**config.mk**
```make
export PLATFORM = sky130hd
export DESIGN_NAME = fb_line_reader
export DESIGN_NICKNAME = d
export VERILOG_FILES = /design/src/rtl/fb_pkg.sv /design/src/rtl/pipe_delay.sv /design/src/rtl/fb_line_reader.sv
export SDC_FILE = /design/constraint.sdc
export NUM_CORES = 1
export LEC_CHECK = 0
export ABC_AREA = 1
export BUFFER_PORTS_ARGS = -buffer_cell sky130_fd_sc_hd__buf_2
export CORE_ASPECT_RATIO = 0.9
export CORE_MARGIN = 4
export CORE_UTILIZATION = 30
export CTS_BUF_LIST = sky130_fd_sc_hd__clkbuf_4 sky130_fd_sc_hd__clkbuf_8 sky130_fd_sc_hd__clkbuf_16
export DETAILED_ROUTE_END_ITERATION = 12
export PLACE_DENSITY_LB_ADDON = 0.2
export SYNTH_ARGS = -nofsm -noshare
export SYNTH_HDL_FRONTEND = slang
export SYNTH_SLANG_ARGS = --single-unit
```
**constraint.sdc**
```tcl
create_clock -name clk -period 2.8 [get_ports clk]
set_input_delay 0.28 -clock clk [delete_from_list [all_inputs] [get_ports clk]]
set_output_delay 0.28 -clock clk [all_outputs]
set_load 0.01 [all_outputs]
```
**src/rtl/fb_pkg.sv**
```systemverilog
// Shared types and counter widths for the framebuffer line reader.
// The state encoding is shared so sub-blocks and benches can decode it.
package fb_pkg;

  typedef enum logic [1:0] {
    ST_IDLE  = 2'd0,
    ST_WAIT  = 2'd1,
    ST_FETCH = 2'd2,
    ST_DRAIN = 2'd3
  } fb_state_e;

  // Column/row counters cover dimensions up to 1023; line counter up to 63.
  localparam int CNTW  = 10;
  localparam int LCNTW = 6;
  localparam int DRNW  = 2;

endpackage

```
**src/rtl/pipe_delay.sv**
```systemverilog
// Fixed-latency shift pipeline with synchronous clear.
// Output equals the input delayed by exactly LAT clock cycles.
module pipe_delay #(
  parameter int WIDTH = 1,
  parameter int LAT   = 1
) (
  input  logic             clk,
  input  logic             clr,
  input  logic [WIDTH-1:0] din,
  output logic [WIDTH-1:0] dout
);

  logic [LAT*WIDTH-1:0] sr_q;
  logic [LAT*WIDTH-1:0] sr_d;

  generate
    if (LAT == 1) begin : g_one
      always_comb sr_d = din;
    end else begin : g_many
      always_comb sr_d = {sr_q[(LAT-1)*WIDTH-1:0], din};
    end
  endgenerate

  always_ff @(posedge clk) begin
    if (clr) begin
      sr_q <= '0;
    end else begin
      sr_q <= sr_d;
    end
  end

  assign dout = sr_q[LAT*WIDTH-1 -: WIDTH];

endmodule

```
**src/rtl/fb_line_reader.sv**
```systemverilog
// Copies one framebuffer row into the linebuffer every FB_SCALE screen lines.
// Addresses stream one per cycle; write strobes trail them by the read latency.
module fb_line_reader
  import fb_pkg::*;
#(
  parameter int FB_WIDTH  = 160,
  parameter int FB_HEIGHT = 90,
  parameter int FB_SCALE  = 4,
  parameter int ADDRW     = 14,
  parameter int DATAW     = 2,
  parameter int RD_LAT    = 1
) (
  input  logic             clk,
  input  logic             rst_n,
  input  logic             frame,
  input  logic             line,
  input  logic             line0,
  output logic [ADDRW-1:0] fb_addr,
  input  logic [DATAW-1:0] fb_data,
  output logic             lb_en,
  output logic [DATAW-1:0] lb_data,
  output logic             busy,
  output logic             done,
  output logic             overrun
);

  localparam logic [CNTW-1:0]  COL_LAST   = CNTW'(FB_WIDTH - 1);
  localparam logic [CNTW-1:0]  ROW_LAST   = CNTW'(FB_HEIGHT - 1);
  localparam logic [LCNTW-1:0] LINE_LAST  = LCNTW'(FB_SCALE - 1);
  localparam logic [DRNW-1:0]  DRAIN_INIT = DRNW'(RD_LAT - 1);
  localparam logic [ADDRW-1:0] ROW_STEP   = ADDRW'(FB_WIDTH);

  fb_state_e        state_q, state_d;
  logic [CNTW-1:0]  row_q, row_d;
  logic [CNTW-1:0]  col_q, col_d;
  logic [LCNTW-1:0] line_cnt_q, line_cnt_d;
  logic [DRNW-1:0]  drain_q, drain_d;
  logic [ADDRW-1:0] base_q, base_d;
  logic [ADDRW-1:0] fb_addr_q, fb_addr_d;
  logic             busy_q, busy_d;
  logic             done_q, done_d;
  logic             overrun_q, overrun_d;

  logic [LCNTW-1:0] line_cnt_inc;
  logic             issue;
  logic             pipe_clr;

  assign line_cnt_inc = (line_cnt_q == LINE_LAST) ? '0 : line_cnt_q + LCNTW'(1);

  always_comb begin
    state_d    = state_q;
    row_d      = row_q;
    col_d      = col_q;
    line_cnt_d = line_cnt_q;
    drain_d    = drain_q;
    base_d     = base_q;
    fb_addr_d  = fb_addr_q;
    done_d     = 1'b0;
    overrun_d  = 1'b0;

    if (frame) begin
      state_d    = ST_IDLE;
      row_d      = '0;
      col_d      = '0;
      line_cnt_d = '0;
      drain_d    = '0;
      base_d     = '0;
      fb_addr_d  = '0;
    end else begin
      case (state_q)
        ST_IDLE: begin
          if (line0) begin
            state_d    = ST_FETCH;
            row_d      = '0;
            col_d      = '0;
            line_cnt_d = '0;
            base_d     = '0;
            fb_addr_d  = '0;
          end
        end

        ST_WAIT: begin
          if (line) begin
            line_cnt_d = line_cnt_inc;
            if (line_cnt_q == LINE_LAST) begin
              state_d   = ST_FETCH;
              col_d     = '0;
              fb_addr_d = base_q;
            end
          end
        end

        ST_FETCH: begin
          if (col_q == COL_LAST) begin
            state_d = ST_DRAIN;
            drain_d = DRAIN_INIT;
          end else begin
            col_d     = col_q + CNTW'(1);
            fb_addr_d = fb_addr_q + ADDRW'(1);
          end
          // A line during a fetch is reported but still counted, so the
          // screen-line cadence stays locked to the display.
          if (line) begin
            overrun_d  = 1'b1;
            line_cnt_d = line_cnt_inc;
          end
        end

        ST_DRAIN: begin
          if (drain_q == '0) begin
            if (row_q == ROW_LAST) begin
              state_d   = ST_IDLE;
              done_d    = 1'b1;
              row_d     = '0;
              base_d    = '0;
              fb_addr_d = '0;
            end else begin
              state_d = ST_WAIT;
              row_d   = row_q + CNTW'(1);
              base_d  = base_q + ROW_STEP;
            end
          end else begin
            drain_d = drain_q - DRNW'(1);
          end
          if (line) begin
            overrun_d  = 1'b1;
            line_cnt_d = line_cnt_inc;
          end
        end

        default: begin
          state_d = ST_IDLE;
        end
      endcase
    end

    busy_d = (state_d == ST_FETCH) || (state_d == ST_DRAIN);
  end

  always_ff @(posedge clk) begin
    if (!rst_n) begin
      state_q    <= ST_IDLE;
      row_q      <= '0;
      col_q      <= '0;
      line_cnt_q <= '0;
      drain_q    <= '0;
      base_q     <= '0;
      fb_addr_q  <= '0;
      busy_q     <= 1'b0;
      done_q     <= 1'b0;
      overrun_q  <= 1'b0;
    end else begin
      state_q    <= state_d;
      row_q      <= row_d;
      col_q      <= col_d;
      line_cnt_q <= line_cnt_d;
      drain_q    <= drain_d;
      base_q     <= base_d;
      fb_addr_q  <= fb_addr_d;
      busy_q     <= busy_d;
      done_q     <= done_d;
      overrun_q  <= overrun_d;
    end
  end

  // Each FETCH cycle puts one address on the bus; its data returns RD_LAT later.
  assign issue    = (state_q == ST_FETCH);
  assign pipe_clr = !rst_n || frame;

  pipe_delay #(
    .WIDTH (1),
    .LAT   (RD_LAT)
  ) u_en_delay (
    .clk  (clk),
    .clr  (pipe_clr),
    .din  (issue),
    .dout (lb_en)
  );

  assign lb_data = lb_en ? fb_data : '0;
  assign fb_addr = fb_addr_q;
  assign busy    = busy_q;
  assign done    = done_q;
  assign overrun = overrun_q;

endmodule
```
## Word level (Yosys, flattened, before mapping)

Cells that the tools add are included.

- Bits of input ports: 7
- Output and inout bits: 20
- Register bits after elaboration: 62

- Reduce and logical (&&, ||, !) cells: 18
- Equality and inequality tests: 17
- Bitwise gates (word level): 4
- Muxes and demuxes: 36
- Add/subtract/negate cells: 6

Operators with widths:

| cell | number |
|---|---|
| $mux W14 | 8 |
| $mux W10 | 6 |
| $pmux W14 S4 | 1 |
| $pmux W10 S3 | 1 |
| $pmux W14 S2 | 1 |
| $add A10 B1 Y10 const B | 2 |
| $pmux W10 S2 | 1 |
| $mux W2 | 9 |
| $mux W6 | 3 |
| $ne A2 B2 Y1 const B | 8 |
| $add A14 B1 Y14 const B | 1 |
| $add A14 B8 Y14 const B | 1 |
| $pmux W6 S2 | 1 |
| $eq A10 B7 Y1 const B | 1 |
| $eq A10 B8 Y1 const B | 1 |
| $eq A2 B2 Y1 const B | 4 |
| $pmux W2 S4 | 1 |
| $add A6 B1 Y6 const B | 1 |
| $eq A6 B2 Y1 const B | 1 |
| $reduce_and A3 Y1 | 2 |
| $reduce_and A6 Y1 | 1 |
| $reduce_or A3 Y1 | 2 |
| $reduce_and A5 Y1 | 1 |
| $logic_not A2 Y1 | 2 |
| other kinds (13) | 21 |

## Longest topological paths before layout

Gate-level depths: netlist of the first run.

- Depth after elaboration: 7
- Depth in mapped cells: 12
- Mapped depth without buffers: 11

## Hierarchy

A second synthesis of the first run with hierarchy kept.

- Cells, all modules: 460
- Area total of the unflattened synthesis: 3213.1 sq um

Modules (own cells, without submodules):

| module | instances | area each (sq um) | cells each |
|---|---|---|---|
| fb_line_reader | 1 | 3183.1 | 457 |
| pipe_delay | 1 | 30.0 | 3 |

## Least setup slack after synthesis of the first run

No wires, ideal clock.

- Path type: register -> register
- Start: reg state_q[0]
- End: reg base_q[12]
- Arrival time: 1.568 ns
- Data required time: 2.685 ns
- Path buffers: 0
- Setup slack: 1.117 ns
- Clock period less this slack: 1.683 ns
- Stages on the path, launching flop included: 11
- Path through: dfxtp_1 > inv_1 > ha_1 > nand2_1 > o211ai_2 > nor2_1 > nand3_1 > nor2_1 > nand3_1 > nand2_1 > nor2_1

- Word-level cells in the longest chain between the ends: 3
- Elaborated cells on any way between the ends: 7

RTL lines:

| item | line | source |
|---|---|---|
| from (decl) | fb_line_reader.sv:33 | `fb_state_e state_q, state_d;` |
| from (signal assigned) | fb_line_reader.sv:153 | `state_q <= state_d;` |
| $eq A2 B2 Y1 or $logic_not A2 Y1 (tied branches) | fb_line_reader.sv:70 | `case (state_q)` |
| $ne A2 B2 Y1 (no source line) or $reduce_bool A2 Y1 (tied branches) | - |  |
| $reduce_and A3 Y1 (no source line) | - |  |
| to (signal assigned) | fb_line_reader.sv:158 | `base_q <= base_d;` |
| to (decl) | fb_line_reader.sv:38 | `logic [ADDRW-1:0] base_q, base_d;` |

Several ways; a longest one is shown, not always the timed one.
A chain may end at the register's enable or synchronous reset.

## Worst setup path in the final report of the first run

- Start: reg state_q[0]
- End: reg col_q[5]

- Word-level cells in the longest chain between the ends: 3
- Elaborated cells on any way between the ends: 10

RTL lines:

| item | line | source |
|---|---|---|
| $eq A2 B2 Y1 * | - |  |
| net issue | fb_line_reader.sv:45 | `logic issue;` |
| $ne A2 B2 Y1 (no source line) or $reduce_bool A3 Y1 (tied branches) | - |  |
| $reduce_and A5 Y1 (no source line) | - |  |
| to (signal assigned) | fb_line_reader.sv:155 | `col_q <= col_d;` |
| to (decl) | fb_line_reader.sv:35 | `logic [CNTW-1:0] col_q, col_d;` |

The timed path passes the listed nets; every way through them passes the cells marked *.

==> results of run 1 <==
[metrics by stage]
stage | worst slack, ns | cell area [sq um] | total power [mW]
global placement | 0.5753 | 3430 | 0.9934
detailed placement | 0.4794 | 3430 | 0.9949
finish | 0.5513 | 3794 | 2.308
CTS | 0.4838 | 3794 | 2.338
floorplan | 1.117 | 3177 | 0.9609
global route | 0.2771 | 3794 | 2.395
[critical path, delay by kind of cell (launching register included)]
kind | cells | cell delay [ns]
flops | 1 | 0.40
compound gates | 1 | 0.16
buf+inv | 2 | 0.31
fa+ha+maj | 1 | 0.40
simple gates | 5 | 0.90
[cells in the mapped netlist (5+ instances only)]
master / instances
a21oi_1: 38
dfxtp_1: 57
ha_1: 12
inv_1: 56
nand2_1: 117
nand3_1: 35
nand4_1: 6
nor2_1: 66
nor2_2: 5
nor3_1: 10
o21ai_0: 20
[layout make-up]
class                   count  share of cell area (%)
clock buffers              12                   7.025
clock inverters             4                   2.573
inverters                  60                   6.003
multi-input cells         348                   46.24
flip-flops and latches     57                   30.08
well taps                 129                   4.255
repair buffers             28                   3.826
[flip-flops by register name, summed over array words and instances, names as in the netlist]
register,cells
u_en_delay.dout,1
state_q,2
fb_addr,14
col_q,10
row_q,10
line_cnt_q,6
overrun,1
base_q,9
drain_q,2
done,1
busy,1
[power groups by stage]
stage | Combinational (mW) | Clock [mW] | Sequential [mW]
global placement | 0.147 | 0 | 0.847
detailed placement | 0.148 | 0 | 0.847
global route | 0.167 | 1.40 | 0.831
finish | 0.147 | 1.33 | 0.830
CTS | 0.148 | 1.36 | 0.830
floorplan | 0.115 | 0 | 0.846
[metal layers]
layer,global-route usage [%],vias up,part of all wire (%)
li1,-,1586,-
met1,17.21,1317,49
met2,20.51,47,46
met3,3.272,7,3.6
met4,3.563,0,0.83
met5,0,-,0
[logic make-up after synthesis]
group                    count (synthesis)  synth area share [%]
adder cells (fa/ha/maj)                 12                 4.726
buffers and inverters                   69                 8.862
AND/OR/NAND/NOR                        253                 34.58
flip-flops                              57                 35.92
XOR/XNOR                                 8                 2.205
AO/OA/AOI/OAI                           75                 13.71
[how the worst max path moves through the flow]
stage                     from    endpoint  cells past startpoint
detailed placement  state_q[0]    col_q[5]                      9
floorplan           state_q[0]  base_q[12]                     10
CTS                 state_q[0]    col_q[5]                      9
global placement    state_q[0]    col_q[6]                     10
global route        state_q[0]    col_q[2]                     11
finish              state_q[0]    col_q[5]                      9
==> flow_summary.yaml, run 1 <==
status:
  outcome: "completed"
route:
  post_drt_wl_per_cell_um: 11.64
  routed_via_density: 4.635
  initialDrtViolationCount: 80
  detail-route-antenna-nets: 0
  wirelength_um: 7429
  vias: 2957
  drt_first_pass_iters: 4
  drc: 0
grt:
  grt_pass1_wl_um: 13010
  antenna_found_initial: 0
  grtUsageTotal_pct: 12.89
  grt_pass1_vias: 2882
  grt_overflow_total: 0
  grt_max_degree: 16
final_layout:
  final_common_cell: "nand2_1"
  most-common-layout-cells: "nand2_1, nor2_1, dfxtp_1"
  diodes: 0
  post_route_cells_drive_above_1_share_pct: 13.36
  nNetsFinal: 523
  multi_input_area_sq_um: 1754
  ff_latch_area_sq_um: 1141
  syn_to_final_growth_pct: 19.42
  nFillCells: 1089
  fin_util_pct: 36.86
  fin_cells: 638
worst_hold_path:
  hold_path.class: "in2reg"
  holdPathStages: 3
  holdPathEnd: "overrun"
  min-delay-start: "line"
cts:
  cts_tree: "built"
  clk_latency_ns: 0.33
  cts_resized: 0
  cts_max_level: 3
  post_cts_buffers: 0
  tritoncts_num_sinks: 57
  cts_buffers: 9
  path_clk_slew_ns: 0.05
  cts_buffer_depth: 2
  ctsHoldBuffers: 0
  cts_root_buffer: "clkbuf_16"
sta:
  worst_hold_slack_ns: 0.2500
  post-route-period-util_pct: 80.31
  setup_tns_ns: 0
  slew_viol_final: 0
  finalSetupViolations: 0
  finClkSkew_ns: 0.008043
  period_minus_slack_ns: 2.249
  rsz0062_at_grt: "false"
  fmax_ghz: 0.4447
  max_slew_margin_pct: 52.32
  worst_pin_slew_ns: 0.7131
  hold_viol: 0
critical_path:
  ff2ff_setup_slack_ns: 0.55
  criticalPathCategory: "reg2reg"
  reg2reg_depth: 9
  required_ns: 3.05
  slowest_stage: "nor2_1"
  r2r-start: "state_q[0]"
  path_max_fanout: 14
  crit_path_end_kind: "flop"
  cpMostUsedCell: "nand3_1"
  arrival_ns: 2.50
  rr_endpoint: "col_q[5]"
  path_cells: "inv_1, ha_1, inv_2, nor2_2, nand4_1, nand3_1, nor2_1, nand3_1, a21oi_1"
  cpPeakStageDelay_ns: 0.54
  cp-start-kind: "flop"
synth:
  netlist_instances: 474
  synth-seq-cells: 57
  async_flop_share_pct: 0
  synth_top_area_share_pct: 35.92
  synth_warnings: 0
  syn_area_sq_um: 3177
  synth_edf_count: 0
  netlist-cell-type-count: 40
  synth_seq_area_share_pct: 35.92
  syn-num-nets: 493
  synth_flop_cell: "dfxtp_1"
  synth_top_cell_by_area: "dfxtp_1"
  syn_avg_cell_area_sq_um: 6.702
  ys_top_cells_by_area: "dfxtp_1, nand2_1, nor2_1"
pwr:
  seqPwrFrac_pct: 36.0
  pwr-share-clk_pct: 57.7
  power_switching_mw: 0.5028
  peakVddDrop_mv: 0.2825
  power_frac_comb_pct: 6.4
  p_sw_share_pct: 21.79
  p_leak_nw: 1.509
  power_density_nw_per_um2: 608.3
  p_int_mw: 1.805
floorplan:
  io_pins: 27
  dieWidth_um: 116.5
  start_util_pct: 30.87
  dieHeight_um: 105.6
  rows: 35
  fp.coreArea_sq_um: 10290
  dieArea_sq_um: 12300
place:
  place.port_buffers: 26
  routabilityCongestion: 0.8055
  placedCellCount: 622
  post-dp-hpwl_um: 5528
job:
  maxCapViolations: 0
Power figures use the tool's default switching activity.
==> inputs of run 2 (changes only) <==
==> constraint.sdc (replaced) <==
create_clock -name clk -period 2.4 [get_ports clk]
set_input_delay 0.24 -clock clk [delete_from_list [all_inputs] [get_ports clk]]
set_output_delay 0.24 -clock clk [all_outputs]
set_load 0.01 [all_outputs]
==> flow_summary.yaml, run 2 (synthesized netlist as in run 1, its figures left out) <==
route:
  vias: 2996
  post_drt_wl_per_cell_um: 11.77
  detail-route-antenna-nets: 0
  drc: 0
  initialDrtViolationCount: 170
  drt_first_pass_iters: 4
  wirelength_um: 7556
  routed_via_density: 4.667
pwr:
  p_int_mw: 2.142
  p_sw_share_pct: 21.30
  seqPwrFrac_pct: 35.6
  power_density_nw_per_um2: 711.9
  pwr-share-clk_pct: 57.7
  power_switching_mw: 0.5796
  p_leak_nw: 1.533
  power_frac_comb_pct: 6.7
  peakVddDrop_mv: 0.4490
critical_path:
  slowest_stage: "o211ai_2"
  required_ns: 2.65
  criticalPathCategory: "reg2reg"
  cpPeakStageDelay_ns: 0.50
  path_max_fanout: 14
  cp_top_family: "compound AO/OA/AOI/OAI gates"
  cp-start-kind: "flop"
  path_cells: "inv_1, ha_1, o211ai_2, inv_4, a21oi_4, inv_2, nor3b_1"
  critPathBufInv: 3
  arrival_ns: 2.35
  crit_path_end_kind: "flop"
floorplan:
  start_util_pct: 30.87
  dieHeight_um: 105.6
  fp.coreArea_sq_um: 10290
  dieWidth_um: 116.5
  rows: 35
  io_pins: 27
  dieArea_sq_um: 12300
grt:
  grt_max_degree: 16
  grt_overflow_total: 0
  antenna_found_initial: 0
  grt_pass1_vias: 2928
  grtUsageTotal_pct: 13.08
  grt_pass1_wl_um: 12960
final_layout:
  fin_util_pct: 37.14
  post_route_cells_drive_above_1_share_pct: 14.04
  nNetsFinal: 527
  diodes: 0
  nFillCells: 1081
  syn_to_final_growth_pct: 20.32
  most-common-layout-cells: "nand2_1, nor2_1, dfxtp_1"
  final_common_cell: "nand2_1"
  largest_register_ffs: 14
job:
  maxCapViolations: 0
cts:
  cts_buffer_depth: 2
  clk_latency_ns: 0.33
  cts_root_buffer: "clkbuf_16"
  cts_max_level: 3
  cts_resized: 0
  cts_tree: "built"
  ctsHoldBuffers: 0
  post_cts_buffers: 0
  tritoncts_num_sinks: 57
  cts_buffers: 9
  path_clk_slew_ns: 0.05
sta:
  fmax_ghz: 0.4758
  period_minus_slack_ns: 2.102
  finClkSkew_ns: 0.008513
  setup_tns_ns: 0
  post-route-period-util_pct: 87.58
  slew_viol_final: 0
  finalSetupViolations: 0
  worst_pin_slew_ns: 0.5852
  rsz0062_at_grt: "false"
  hold_viol: 0
  max_slew_margin_pct: 60.87
place:
  routabilityCongestion: 0.7519
  post-dp-hpwl_um: 5610
  place.port_buffers: 26
worst_hold_path:
  hold_path.class: "in2reg"
status:
  outcome: "completed"
-- run 2: tightest hold or removal path, stage by stage --
cell and delay, ns:
buf_2 0.13, inv_1 0.07, a211oi_1 0.06
-- run 2: through the flow --
step / setup slack [ns] / instances / cell area (sq um) / hold WS, ns / total power [mW]
6_report: 0.2981 / 642 / 3822 / 0.2264 / 2.721
2_1_floorplan: 0.7169 / 474 / 3177 / 0.3760 / 1.121
3_3_place_gp: 0.3971 / 626 / 3460 / 0.4317 / 1.170
5_1_grt: 0.05036 / 642 / 3822 / 0.2144 / 2.812
3_5_place_dp: 0.2946 / 626 / 3460 / 0.4363 / 1.173
4_1_cts: 0.2861 / 642 / 3822 / 0.2060 / 2.749
-- run 2: power groups by stage --
stage | clock (mW) | sequential, mW | combinational, mW
final | 1.57 | 0.969 | 0.183
after global routing | 1.64 | 0.970 | 0.205
after CTS | 1.60 | 0.969 | 0.184
after detailed placement | 0 | 0.989 | 0.184
after global placement | 0 | 0.988 | 0.182
after floorplan | 0 | 0.987 | 0.134
-- run 2: area by class of cell --
cell class | instances | area (sq um) | share of cell area, %
Clock buffer | 10 | 232.7 | 6.088
Clock inverter | 6 | 130.1 | 3.404
Inverter | 60 | 227.7 | 5.957
Multi-Input combinational cell | 348 | 1754 | 45.89
Sequential cell | 57 | 1141 | 29.85
Tap cell | 129 | 161.4 | 4.223
Timing Repair Buffer | 32 | 175.2 | 4.583
-- run 2: per-layer routing --
layer	share of wire [%]	vias to the layer above	GRT usage [%]
li1	-	1593	-
met4	1.1	0	3.645
met2	46	50	21.94
met3	3.9	9	3.904
met1	49	1344	16.12
met5	0	-	0
-- run 2: path summary, 6_finish.rpt --
kind / startpoint / end / slack, ns / depth (start not counted)
worst max-delay path: state_q[0] / row_q[2] / 0.30 / 7
worst min-delay path: line / overrun / 0.23 / 3
worst max register to register: state_q[0] / row_q[2] / 0.30 / 7
worst min register to register: row_q[4] / row_q[4] / 0.44 / 2
